File: src/rtl/codificador_pkg.sv
// Shared definitions for the Codificador arbiter: defaults, FSM state encoding and
// the settle-counter width helper.
package codificador_pkg;
  localparam int DATA_W_DEF = 4;
  localparam int SETTLE_DEF = 2;

  localparam logic [2:0] ST_IDLE    = 3'd0;
  localparam logic [2:0] ST_LOAD    = 3'd1;
  localparam logic [2:0] ST_SETTLE  = 3'd2;
  localparam logic [2:0] ST_CAPTURE = 3'd3;
  localparam logic [2:0] ST_ACK     = 3'd4;
  localparam logic [2:0] ST_ABORT   = 3'd5;

  function automatic int cnt_width(input int settle);
    return (settle < 1) ? 1 : $clog2(settle + 1);
  endfunction
endpackage

File: src/rtl/codificador_arbiter_rr.sv
// Combinational round-robin pick: first requester at or after the pointer, wrapping.
module rr_arbiter #(
  parameter int NREQ = 4,
  parameter int IW   = $clog2(NREQ)
) (
  input  logic [NREQ-1:0] req,
  input  logic [IW-1:0]   pointer,
  output logic [NREQ-1:0] grant,
  output logic [IW-1:0]   index
);
  logic [IW:0] pos;
  logic        found;

  always_comb begin
    grant = '0;
    index = '0;
    found = 1'b0;
    pos   = '0;
    for (int off = 0; off < NREQ; off++) begin
      pos = {1'b0, pointer} + (IW+1)'(off);
      if (pos >= (IW+1)'(NREQ)) pos = pos - (IW+1)'(NREQ);
      if (!found && req[pos[IW-1:0]]) begin
        found                 = 1'b1;
        grant[pos[IW-1:0]]    = 1'b1;
        index                 = pos[IW-1:0];
      end
    end
  end
endmodule

File: src/rtl/codificador_arbiter.sv
// Shares one Codificador among NREQ requesters: round-robin grant, load, settle with
// Ready held, capture the encoder output and return it with a single-cycle Ack.
module codificador_arbiter
  import codificador_pkg::*;
#(
  parameter int NREQ          = 4,
  parameter int DATA_W        = DATA_W_DEF,
  parameter int SETTLE_CYCLES = SETTLE_DEF
) (
  input  logic                   Clock,
  input  logic                   Reset,
  input  logic [NREQ-1:0]        Req,
  input  logic [NREQ*DATA_W-1:0] ReqData,
  output logic [NREQ-1:0]        Grant,
  output logic                   Ack,
  output logic [DATA_W-1:0]      ResultData,
  output logic                   Busy,
  output logic [DATA_W-1:0]      EncInput,
  output logic                   EncReady,
  output logic                   EncReset,
  input  logic [DATA_W-1:0]      EncOutput
);
  localparam int IW = $clog2(NREQ);
  localparam int CW = cnt_width(SETTLE_CYCLES);

  logic [2:0]      state;
  logic [CW-1:0]   cnt;
  logic [IW-1:0]   ptr;
  logic [IW-1:0]   own_idx;
  logic [IW-1:0]   next_ptr;
  logic [NREQ-1:0] arb_grant;
  logic [IW-1:0]   arb_idx;
  logic            owner_req;
  logic            drop;

  rr_arbiter #(.NREQ(NREQ), .IW(IW)) u_rr (
    .req     (Req),
    .pointer (ptr),
    .grant   (arb_grant),
    .index   (arb_idx)
  );

  assign owner_req = |(Req & Grant);
  assign next_ptr  = (own_idx == IW'(NREQ-1)) ? '0 : own_idx + 1'b1;
  // Owner withdrawing before the result is captured abandons the operation.
  assign drop      = (state == ST_LOAD || state == ST_SETTLE || state == ST_CAPTURE) && !owner_req;

  assign Ack      = (state == ST_ACK);
  assign Busy     = (state != ST_IDLE);
  assign EncReady = (state == ST_SETTLE) || (state == ST_CAPTURE);

  always_ff @(posedge Clock) begin
    if (!Reset) begin
      state      <= ST_IDLE;
      cnt        <= '0;
      ptr        <= '0;
      own_idx    <= '0;
      Grant      <= '0;
      ResultData <= '0;
      EncInput   <= '0;
      EncReset   <= 1'b1;
    end else begin
      EncReset <= 1'b0;
      if (drop) begin
        state    <= ST_ABORT;
        Grant    <= '0;
        EncReset <= 1'b1;
        ptr      <= next_ptr;
      end else begin
        case (state)
          ST_IDLE: if (|Req) begin
            Grant    <= arb_grant;
            own_idx  <= arb_idx;
            EncInput <= ReqData[int'(arb_idx)*DATA_W +: DATA_W];
            state    <= ST_LOAD;
          end
          ST_LOAD: begin
            cnt   <= CW'(SETTLE_CYCLES - 1);
            state <= ST_SETTLE;
          end
          ST_SETTLE: begin
            if (cnt == '0) state <= ST_CAPTURE;
            else           cnt   <= cnt - 1'b1;
          end
          ST_CAPTURE: begin
            ResultData <= EncOutput;
            state      <= ST_ACK;
          end
          ST_ACK: begin
            Grant <= '0;
            ptr   <= next_ptr;
            state <= ST_IDLE;
          end
          default: state <= ST_IDLE;
        endcase
      end
    end
  end
endmodule
File: config.mk
export PLATFORM = sky130hd
export DESIGN_NAME = codificador_arbiter
export DESIGN_NICKNAME = d
export VERILOG_FILES = /design/src/rtl/codificador_pkg.sv /design/src/rtl/codificador_arbiter_rr.sv /design/src/rtl/codificador_arbiter.sv
export SDC_FILE = /design/constraint.sdc
export NUM_CORES = 1
export LEC_CHECK = 0
export CORE_UTILIZATION = 40
export CTS_CLUSTER_DIAMETER = 40
export CTS_CLUSTER_SIZE = 20
export DETAILED_ROUTE_END_ITERATION = 10
export GPL_TIMING_DRIVEN = 1
export HOLD_SLACK_MARGIN = 0.05
export PLACE_DENSITY = 0.73
export SLEW_MARGIN = 15
export SYNTH_ARGS = -nofsm -noshare
export SYNTH_HDL_FRONTEND = slang
export SYNTH_SLANG_ARGS = --single-unit
File: constraint.sdc
create_clock -name Clock -period 2.5 [get_ports Clock]
set_input_delay 0.25 -clock Clock [delete_from_list [all_inputs] [get_ports Clock]]
set_output_delay 0.25 -clock Clock [all_outputs]
set_load 0.005 [all_outputs]
Word level (Yosys, flattened, before mapping)
Cells that the tools add are included.

Output and inout port bits: 16. Input bits: 26. Logic and storage cells: 120. Bits in registers: 22.

Shift operators: 1. $lt $le $gt $ge: 12. Eq/ne operators: 10. Mux-type cells: 43. Reductions and logical operators: 30. Bitwise operators: 6. Add/subtract/negate cells: 9.

Operators by type and width (count): two-way mux 2 bit (12); two-way mux 4 bit (5); indexed part select 16 x 5 -> 4 bit (1); < comparator 2 x 3 -> 1 bit, second input constant (4); two-way mux 1 bit (12); bitwise OR 4 bit (3); case mux 3 bit (4 select lines) (1); subtractor 2 x 1 -> 2 bit, second input constant (5); >= comparator 3 bit, second input constant (3); two-way mux 3 bit (3); binary-select mux 1 bit (select 2 bit) (4); demux 1 bit (select 2 bit) (4); >= comparator 2 x 1 -> 1 bit, second input constant (4); logical AND 1 bit (8); case mux 4 bit (2 select lines) (1); AND reduction 2 bit (4); OR reduction 4 bit (2); adder 2 x 2 -> 3 bit, second input constant (2); == test 3 x 2 -> 1 bit, second input constant (2); AND reduction 3 bit (2); nonzero test 2 bit (3); bitwise AND 4 bit (1); zero test 1 bit (4); inequality test 2 bit, second input constant (2); 16 further kinds (19).

Logic depth before layout (Yosys ltp)
Depth after elaboration: 16. Mapped depth: 11.

Modules after synthesis
Synthesis repeated with hierarchy kept, for this count alone.

Cells, all modules: 193. Area total of the unflattened synthesis: 1726.7 um^2.

Modules (own cells, without submodules): codificador_arbiter (area each 1237.4 um^2, instances 1, sequential area each 440.4 um^2, cells an instance 128); rr_arbiter (area each 489.2 um^2, instances 1, sequential area each 0.0 um^2, cells an instance 65).

Least setup slack after synthesis
No wires, ideal clock.

Kind: reg-to-reg. Start point: register ptr[0]. End point: register EncInput[2]. Path slack: -0.250 ns. Cell stages (with the launch flop): 10. Library setup time: 0.083 ns. Period minus slack after synthesis: 2.750 ns. Arrival: 2.667 ns. Path buffers: 1. Path through: dfxtp_1 > buf_6 > clkinv_1 > ha_1 > or3b_1 > a2111o_1 > o211ai_2 > o31ai_1 > or3_1 > o221ai_1.

Longest elaborated chain between the ends: 15.

RTL lines: from (decl) (RTL line codificador_arbiter.sv:28) `logic [IW-1:0] ptr;`; from (signal assigned) (RTL line codificador_arbiter.sv:68) `ptr <= next_ptr;`; from (signal assigned) (RTL line codificador_arbiter.sv:91) `ptr <= next_ptr;`; branches (longest 13 deep; another with adder 2 x 1 -> 3 bit); two-way mux 2 bit * (RTL line codificador_arbiter_rr.sv:22) `if (!found && req[pos[IW-1:0]]) begin`; indexed part select 16 x 5 -> 4 bit * (RTL line codificador_arbiter.sv:74) `EncInput <= ReqData[int'(arb_idx)*DATA_W +: DATA_W];`; to (signal assigned) (RTL line codificador_arbiter.sv:74); to (decl) (RTL line codificador_arbiter.sv:18) `output logic [DATA_W-1:0] EncInput,`.

Every way passes the cells marked *. The select of a mux whose other input is x is not followed. A chain may end at the register's enable or synchronous reset.

Worst setup path in the final report
Ends and elaborated chain as after synthesis.

==> results.sh <==
export IMPL_yosys_area_share_xor_xnor_pct=0.481
export IMPL_fraction_of_the_mapped_netlist_area_in_adder_cells_pct=6.19
export IMPL_layout_commonest_cell="sky130_fd_sc_hd__clkdlybuf4s50_1"
export IMPL_floorplan_die_area_mm2=0.00482
export IMPL_layout_worst_path_cycle_share_pct=94.6
export IMPL_route_antenna_remaining_nets=0
export IMPL_end_kind="register"
export IMPL_drv_max_cap_violation_count=0
export IMPL_yosys_warnings=0
export IMPL_worst_slew_pin_transition_ns=0.544
export IMPL_global_route_usage_total_pct=21.1
export IMPL_layout_nets=310
export IMPL_clock_sinks=22
export IMPL_finalWirelength_um=4800
export IMPL_grt_antenna_before_repair=0
export IMPL_drt_iter0_markers=129
export IMPL_timing_hold_worst_endpoint="ResultData[0]"
export IMPL_vdd_ir_drop_worst_mv=0.402
export IMPL_synth_top_flop_cell="sky130_fd_sc_hd__dfxtp_1"
export IMPL_grt_pass1_vias=1830
export IMPL_final_min_clock_period_ns=2.36
export IMPL_hold_slack_ns=0.496
export IMPL_ff_latch_area_um2=442
export IMPL_core_mm2=0.00435
export IMPL_count_of_mapped_cells_out_of_synthesis=219
export IMPL_placement_io_buffers=41
export IMPL_grt_overflow_total=0
export IMPL_yosys_area_share_simple_pct=25.3
export IMPL_worstHoldStart="ResultData[0]"
export IMPL_path_clk_slew_ns=0.08
export IMPL_io_pins=42
export IMPL_grt_start_max_net_pins=26
export IMPL_yosys_register_bits=22
export IMPL_run_status="finished clean"
export IMPL_chipWidth_um=69.4
export IMPL_main_combinational_cell_family_by_area_after_synthesis="compound AO/OA/AOI/OAI gates"
export IMPL_cts_buffers=3
export IMPL_path_cells="clkinv_4, ha_1, or3b_1, a2111o_1, o211ai_2, o31ai_4, or3_4, o221ai_1"
export IMPL_worst_path_largest_cell_delay_ns=0.42
export IMPL_cts_hold_buffers_added=0
export IMPL_worst_r2r_setup_slack_ns=0.14
export IMPL_area_growth_syn_to_layout_pct=36.4
export IMPL_worstPathMaxFanout=6
export IMPL_synthesis_area_mm2=0.00182
export IMPL_fillCellCount=378
export IMPL_initial_core_util_pct=41.8
export IMPL_power_density_cell_area_mw_per_mm2=1090
export IMPL_fin_util_pct=57.0
export IMPL_rr_endpoint="EncInput[2]"
export IMPL_rr_startpoint="ptr[0]"
export IMPL_multi_input_area_mm2=0.00129
export IMPL_synth_compound_area_share_pct=25.5
export IMPL_timing_critical_path_from_type="register"
export IMPL_synth_async_sr_flop_share_pct=0
export IMPL_register_area_share_after_synthesis_pct=24.2
export IMPL_grt_first_pass_wirelength_um=8440
export IMPL_report_final_setup_viol=0
export IMPL_placement_rows=24
export IMPL_drt_pre_antenna_iters=4
export IMPL_final_cell_mix="41 x sky130_fd_sc_hd__clkdlybuf4s50_1, 30 x sky130_fd_sc_hd__nor2_1, 23 x sky130_fd_sc_hd__buf_4, 21 x sky130_fd_sc_hd__dfxtp_1"
export IMPL_finalWeightedCongestion=0.857
export IMPL_placed_cell_area_mm2=0.00242
export IMPL_critical_path_slowest_cell="sky130_fd_sc_hd__a2111o_1"
export IMPL_syn_nets=254
export IMPL_grt_setup_unrepaired="no"
export IMPL_routedWlPerCell_um=14.7
export IMPL_clk_root_buffer_cell="sky130_fd_sc_hd__clkbuf_8"
export IMPL_worstPathArrival_ns=2.55
export IMPL_max_clock_freq_mhz=423
export IMPL_synthesis_area_per_instance_um2=8.31
export IMPL_route_detailed_drc=0
export IMPL_post_dp_hpwl_um=3590
export IMPL_p_leak_nw=0.940
export IMPL_cts_tree="yes"
export IMPL_timing_setup_critical_path_class="reg2reg"
export IMPL_clock_tree_htree_level_count=1
export IMPL_dr_total_vias=1860
export IMPL_hold_path_depth=2
export IMPL_synth_cell_types=53
export IMPL_holdCritPathClass="reg2reg"
export IMPL_r2r_worst_path_cells=8
export IMPL_cp_data_required_time_ns=2.69
export IMPL_stdcell_area_mm2=0.00248
export IMPL_diodes=0
export IMPL_synth_edff_count=0
export IMPL_die_height_um=69.4
export IMPL_post_route_cells_drive_above_1_share_pct=17.9
export IMPL_muxShareOfSynthArea_pct=12.2
export IMPL_slew_headroom_pct=62.8
export IMPL_finClkSkew_ns=0.00229
export IMPL_clk_latency_ns=0.27
export IMPL_timing_final_max_slew_violations=0
export IMPL_post_drt_via_cell_ratio=5.71
export IMPL_total_power_mw=2.72
export IMPL_clock_path_buffers=2
export IMPL_finalHoldViolations=0
[routing by layer]
metal  vias to the layer above  global-route usage, %  part of all wire (%)
li1                        922                      -                     -
met1                       864                   26.6                    44
met2                        68                   37.0                    49
met3                         6                   4.36                   7.0
met4                         0                   4.54                  0.96
met5                         -                      0                     0
[worst max-delay path by stage]
stage / startpoint / end / slack, ns
finish: ptr[0] / EncInput[2] / 0.14
global route: ptr[0] / EncInput[1] / 0.01
CTS: ptr[0] / EncInput[3] / 0.09
detailed placement: Req[0] / EncInput[3] / -0.05
global placement: Req[0] / EncInput[3] / 0.02
floorplan: ptr[0] / EncInput[2] / 0.005
[power breakdown]
group | leakage [nW] | internal [mW] | switching, mW
Clock | 0.0288 | 0.141 | 0.120
Combinational | 0.730 | 0.919 | 0.967
Sequential | 0.181 | 0.466 | 0.104
Total | 0.940 | 1.53 | 1.19
[synthesized netlist by cell type, types with 6 or more instances]
library cell / number / area (µm²)
sky130_fd_sc_hd__a22oi_1: 6 / 45.0
sky130_fd_sc_hd__nor2b_1: 8 / 50.1
sky130_fd_sc_hd__nand3_1: 11 / 55.1
sky130_fd_sc_hd__o21ai_0: 12 / 60.1
sky130_fd_sc_hd__nand2_1: 10 / 37.5
sky130_fd_sc_hd__mux2i_1: 12 / 120
sky130_fd_sc_hd__inv_1: 8 / 30.0
sky130_fd_sc_hd__clkbuf_1: 9 / 33.8
sky130_fd_sc_hd__a21oi_1: 11 / 55.1
sky130_fd_sc_hd__nor2_1: 30 / 113
sky130_fd_sc_hd__nor3_1: 7 / 35.0
sky130_fd_sc_hd__ha_1: 9 / 113
sky130_fd_sc_hd__dfxtp_1: 22 / 440
[through the flow]
stage | instances | setup TNS [ns] | worst slack, ns
floorplan | 219 | 0 | 0.00525
global placement | 322 | 0 | 0.0193
detailed placement | 322 | -0.0796 | -0.0479
CTS | 326 | 0 | 0.0895
global route | 326 | 0 | 0.0113
finish | 326 | 0 | 0.135
[registers in the layout, indices dropped and copies added (netlist names)]
| signal | flops |
|---|---|
| cnt | 2 |
| ResultData | 4 |
| Grant | 4 |
| state | 3 |
| EncInput | 4 |
| ptr | 2 |
| EncReset | 1 |
| own_idx | 2 |
[worst max-delay path: cells and delay by family, from the launching register on]
| kind | cells | cell delay [ns] |
|---|---|---|
| AO/OA/AOI/OAI | 4 | 0.84 |
| AND/OR/NAND/NOR | 2 | 0.71 |
| buffers and inverters | 1 | 0.05 |
| flip-flops | 1 | 0.36 |
| adder cells (fa/ha/maj) | 1 | 0.32 |
[kinds of logic (layout without fill, tap and decap cells)]
| family | after synthesis | in the layout |
|---|---|---|
| xor+xnor | 1 | 1 |
| buf+inv | 23 | 78 |
| flops | 22 | 22 |
| mux | 18 | 18 |
| fa+ha+maj | 9 | 9 |
| compound gates | 58 | 58 |
| simple gates | 88 | 88 |
[area by class of cell]
type	count	area share, %
well taps	52	2.62
multi-input cells	174	51.8
flip-flops and latches	22	17.8
clock buffers	4	2.22
inverters	9	1.56
repair buffers	65	24.0
[repair_timing]
action / 4_1_cts / 5_1_grt
buffers inserted: 0 / 0
resized for setup: 0 / 2
endpoints found under the setup margin: 0 / 2
Power figures use the tool's default switching activity.
